File: src/rtl/axis_framer.sv
// rtl/axis_framer.sv - length-framed stream buffer: upstream words through a FIFO, tagged with last on beat len
module axis_framer #(
  parameter int DEPTH = 4,
  parameter int LEN_W = 16
) (
  input  logic             clk,
  input  logic             reset,
  input  logic             start,
  input  logic [LEN_W-1:0] len,
  input  logic             s_valid,
  input  logic [31:0]      s_data,
  output logic             s_ready,
  output logic             m_valid,
  output logic [31:0]      m_data,
  output logic             m_last,
  input  logic             m_ready,
  output logic             busy,
  output logic             done,
  output logic [LEN_W-1:0] beat_cnt
);

  localparam int AW = $clog2(DEPTH);

  typedef enum logic [1:0] {IDLE, RUN, DRAIN} state_t;

  state_t           state, state_nxt;
  logic [32:0]      mem [DEPTH];
  logic [AW:0]      wr_ptr, rd_ptr;
  logic [LEN_W-1:0] len_q;
  logic             full, empty, push, pop, push_last, start_ok;

  // Extra pointer bit separates full from empty when the index bits match.
  assign empty     = (wr_ptr == rd_ptr);
  assign full      = (wr_ptr[AW] != rd_ptr[AW]) && (wr_ptr[AW-1:0] == rd_ptr[AW-1:0]);
  assign s_ready   = (state == RUN) && !full;
  assign push      = s_valid && s_ready;
  assign m_valid   = !empty;
  assign pop       = m_valid && m_ready;
  assign push_last = (beat_cnt == len_q - LEN_W'(1));
  assign start_ok  = (state == IDLE) && start && (len != '0);
  assign busy      = (state != IDLE);

  // Head is read from registered storage; masked to zero while empty.
  assign {m_data, m_last} = empty ? 33'd0 : mem[rd_ptr[AW-1:0]];

  always_ff @(posedge clk) begin
    if (reset) state <= IDLE;
    else       state <= state_nxt;
  end

  always_comb begin
    state_nxt = state;
    case (state)
      IDLE:    if (start_ok)          state_nxt = RUN;
      RUN:     if (push && push_last) state_nxt = DRAIN;
      DRAIN:   if (pop && m_last)     state_nxt = IDLE;
      default:                        state_nxt = IDLE;
    endcase
  end

  always_ff @(posedge clk) begin
    if (reset) begin
      wr_ptr   <= '0;
      rd_ptr   <= '0;
      beat_cnt <= '0;
      len_q    <= '0;
      done     <= 1'b0;
    end else begin
      done <= (state == DRAIN) && pop && m_last;
      if (start_ok) begin
        len_q    <= len;
        beat_cnt <= '0;
      end
      if (push) begin
        beat_cnt <= beat_cnt + LEN_W'(1);
        wr_ptr   <= wr_ptr + (AW+1)'(1);
      end
      if (pop) rd_ptr <= rd_ptr + (AW+1)'(1);
    end
  end

  always_ff @(posedge clk) begin
    if (push) mem[wr_ptr[AW-1:0]] <= {s_data, push_last};
  end

endmodule

File: config.mk
export PLATFORM = sky130hd
export DESIGN_NAME = axis_framer
export DESIGN_NICKNAME = d
export VERILOG_FILES = /design/src/rtl/axis_framer.sv
export SDC_FILE = /design/constraint.sdc
export NUM_CORES = 1
export LEC_CHECK = 0
export ABC_AREA = 1
export BUFFER_PORTS_ARGS = -buffer_cell sky130_fd_sc_hd__buf_2
export CORE_UTILIZATION = 58
export DETAILED_ROUTE_END_ITERATION = 8
export GPL_ROUTABILITY_DRIVEN = 0
export PLACE_DENSITY = 0.82
export SKIP_CTS_REPAIR_TIMING = 1
export SYNTH_ARGS = -nofsm -noshare
export SYNTH_HDL_FRONTEND = slang
export SYNTH_SLANG_ARGS = --single-unit
File: constraint.sdc
create_clock -name clk -period 3.35 [get_ports clk]
set_input_delay 0.67 -clock clk [delete_from_list [all_inputs] [get_ports clk]]
set_output_delay 0.67 -clock clk [all_outputs]
set_load 0.02 [all_outputs]
# Word level (Yosys, flattened, before mapping)
# Memories as Yosys holds them, arrays and structs flattened. A register that Yosys moved wholly into a read port is not among the register bits.
# Index checks and enable logic that the tools add are counted.
# totals
ff_bits	41
latchBits	0
ram_bits	132
mem_bits_ro	0
input_bits	53
output_inout_bits	53
wordCells	48
memories	1
# memory_table
name	depth	width	read_ports	rd_ports_with_merged_regs	write_ports	line	rtl
mem	4	33	1	1	1	27	logic [32:0] mem [DEPTH];
# op_classes
n_addsub	4
n_mul	0
n_div	0
n_lt_le_gt_ge	0
eq_ne	9
n_shift	0
n_mux	11
bitwise	0
n_reduce_logical	17
# ops
op	n
two-way mux 33 bit	1
two-way mux 16 bit	2
adder 16 x 1 -> 16 bit, second input constant	1
== test 16 bit	1
nonzero test 16 bit	1
subtractor 16 x 1 -> 16 bit, second input constant	1
logical AND 1 bit	10
two-way mux 2 bit	5
adder 3 x 1 -> 3 bit, second input constant	2
case mux 2 bit (3 select lines)	1
!= test 2 bit, second input constant	2
nonzero test 2 bit	2
== test 3 bit	1
AND reduction 3 bit	1
== test 2 x 1 -> 1 bit, second input constant	1
== test 2 bit	1
== test 2 bit, second input constant	1
zero test 1 bit	2
zero test 2 bit	1
two-way mux 1 bit	2
!= test 2 x 1 -> 1 bit, second input constant	1
!= test 1 bit	1

# Logic depth before layout (Yosys ltp)
# depth
depth_word	8
mapped_depth	14
mapped_depth_nobuf	14

# Worst setup path before layout
# Ideal clock, no wire load.
# synth_timing
path_type	register to register
start	register rd_ptr[0]
end	memory mem[1][0] (enable)
setup_ns	0.423
arrival_ns	2.374
required_time_ns	2.927
path_slack_ns	0.553
stages_incl_launch_ff	7
n_path_buf	1
synth_period_minus_slack_ns	2.797
path_cell_list	dfxtp_1 > xor2_1 > nor2_1 > nand2_1 > nand3_4 > buf_2 > nor2_1
# synth_via
elab_chain_len	7
# synth_rtl
item	line	rtl
from (decl)	28	logic [AW:0] wr_ptr, rd_ptr;
from (signal assigned)	78	if (pop) rd_ptr <= rd_ptr + (AW+1)'(1);
== test 2 bit	34	assign full = (wr_ptr[AW] != rd_ptr[AW]) && (wr_ptr[AW-1:0] == rd_ptr[AW-1:0]);
logical AND 1 bit	34	
zero test 1 bit	35	assign s_ready = (state == RUN) && !full;
logical AND 1 bit	35	
logical AND 1 bit	36	assign push = s_valid && s_ready;
two-way mux 1 bit	83	if (push) mem[wr_ptr[AW-1:0]] <= {s_data, push_last};
two-way mux 1 bit (implied by the code)	83	
to (decl)	27	
# No other way between the ends.

==> impl_metrics.ini <==
[clock_tree]
clock_path_buffers = 2
cts_made_buffers = 17
tritoncts = built
cts_max_level = 4
clk_pin_slew_ns = 0.06
cts_root_buf = clkbuf_16
clock_latency_ns = 0.43
clock-sinks = 175

[route]
detail-route-antenna-nets = 0
drt-total-wl_um = 16420
drt_iter0_markers = 626
routedWlPerCell_um = 15.05
drt-pass1-iter-count = 5
vias_per_cell = 5.500
drc_errors = 0
vias = 6001

[sta]
setup_violations = 0
finalCritPeriodShare = 0.8893
hold_viol = 0
max_clock_freq_mhz = 335.6
finClkSkew_ns = 0.009484
worstMarginPinSlew_ns = 0.6909
setup_slack_ns = 0.3707
drv_slew = 0
fin_crit_ns = 2.979
slew_headroom = 0.5383
fin_tns_setup_ns = 0
rsz0062_at_grt = no

[critical_path]
crit_path_end_kind = output port
worstPathCellList = buf_4, nor2_1, o32ai_1, nand2_1, inv_1, buf_2
cp_slowest_stage_delay_ns = 0.55
cp-start-kind = flop
crit_arrival_ns = 2.31
critical_path_required_ns = 2.68
path_max_fanout = 47
crit_slowest_cell = dfxtp_2
critical_path_class = reg2out

[synth]
seq_area_frac_synth = 0.6160
synth_cell_types = 38
synth_cells = 800
yosysTopAreaCell = edfxtp_1
synth.area.top_cells = edfxtp_1, dfxtp_1, nor2_1
ys_ff_latch = 175
synth.top_cell.area_share = 0.5061
syn_avg_cell_area_sq_um = 9.791
syn_nets = 860
synth_warnings = 0
syn_area_sq_um = 7833

[floorplanning]
die_x_um = 118.2
dieArea_sq_um = 13970
rows = 42
start_util = 0.5938
die_h_um = 118.2
core_area_sq_um = 13190
io_pins = 106

[placement]
place_inst = 1058
hpwl_um = 10610
port_buffers = 105
pre_cts_ws_ns = 0.8370

[grt]
grt_pass1_vias = 5600
grt_usage = 0.2464
grt_max_degree = 48
antenna_found_initial = 1
grt_pass1_wl_um = 26810
overflow = 0

[job]
max_cap_violations = 0

[pwr]
power.switching_uw = 1690
ir_worst_vdd_uv = 265.6
clkPwrFrac = 0.336
total_power_uw = 5517
intPower_uw = 3826
p_comb_frac = 0.218
seq_power_share = 0.446
p_per_area_nw_per_um2 = 602.7
p_leak_uw = 0.003766
power_switching_share = 0.3064

[outcome]
status = completed

[cells_and_area]
nets = 961
drive_gt1_frac = 0.1937
fin_cells = 1091
final_cell_mix = nor2_1, edfxtp_1, nand2_1
fin_util = 0.6940
area_growth_pct = 16.87
final_common_cell = nor2_1

[min_path]
holdCritPathClass = in2reg
[worst max-delay path, delay by kind of cell, from the launching register on]
family / cells / cell delay, ns
simple gates: 2 / 0.20
buf+inv: 3 / 0.74
compound gates: 1 / 0.41
flops: 1 / 0.55
[cell families after synthesis]
family,Yosys count,synth area share
flops,175,0.6160
buf+inv,117,0.05719
fa+ha+maj,7,0.01118
simple gates,348,0.1901
xor+xnor,18,0.02013
compound gates,135,0.1054
[area by class of cell]
cell class	instances	area (sq um)
Antenna cell	1	2.502
Tap cell	176	220.2
Timing Repair Buffer	115	638.1
Multi-Input combinational cell	508	2590
Clock buffer	18	429.2
Fill cell	1004	4036
Clock inverter	14	131.4
Inverter	84	315.3
Sequential cell	175	4827
[power groups by stage]
| stage | Sequential (uW) | Combinational (uW) | Clock, uW |
|---|---|---|---|
| 6_report | 2460 | 1200 | 1850 |
| 5_1_grt | 2470 | 1330 | 1950 |
| 4_1_cts | 2460 | 1200 | 1870 |
| 3_5_place_dp | 2510 | 1190 | 0 |
| 3_3_place_gp | 2510 | 1170 | 0 |
| 2_1_floorplan | 2470 | 840 | 0 |
[metrics by stage]
stage               hold slack (ns)  instance area (sq um)
finish                       0.4524                   9154
global route                 0.4506                   9154
detailed placement           0.4459                   8591
global placement             0.4184                   8591
floorplan                    0.3976                   7833
CTS                          0.4430                   9151
[cell usage after synthesis, drive strengths merged]
cell     instances
a31oi            1
clkbuf          21
ha               7
or2              1
nand2          134
nor3             5
edfxtp         132
a22oi            1
clkinv           1
o2111a           1
dfxtp           43
nand3b           3
nor2           163
nand4            4
o2111ai          1
xnor2            6
inv             83
xor2            12
nor4             5
o21ai           62
and2             1
a211oi           2
o32ai           33
a21oi           31
o21bai           1
o21a             2
nand3           32
buf             12
[state kept, by name (all words and copies together), names as in the netlist, named ones only]
register and cells:
beat_cnt 16, rd_ptr 3, wr_ptr 3, mem 132, done 1, state 2
len_q 16
[metal layers]
metal,routed length (um),global-route usage
met2,7777,0.3974
met4,277,0.09615
met5,0,0
met1,7371,0.3329
met3,991,0.04440
[worst paths after layout]
check	from	cells after the start	endpoint	slack, ns
worst max-delay path	flop	6	m_last	0.37
worst min-delay path	s_data[19]	1	mem[2][20]$_DFFE_PP_	0.45
worst max register to register	wr_ptr[1]$_SDFFE_PP0P_	6	mem[3][13]$_DFFE_PP_	1.04
worst min register to register	state[0]$_SDFFE_PP0P_	1	done$_SDFF_PP0_	0.45
(Power assumes the default switching activity.)
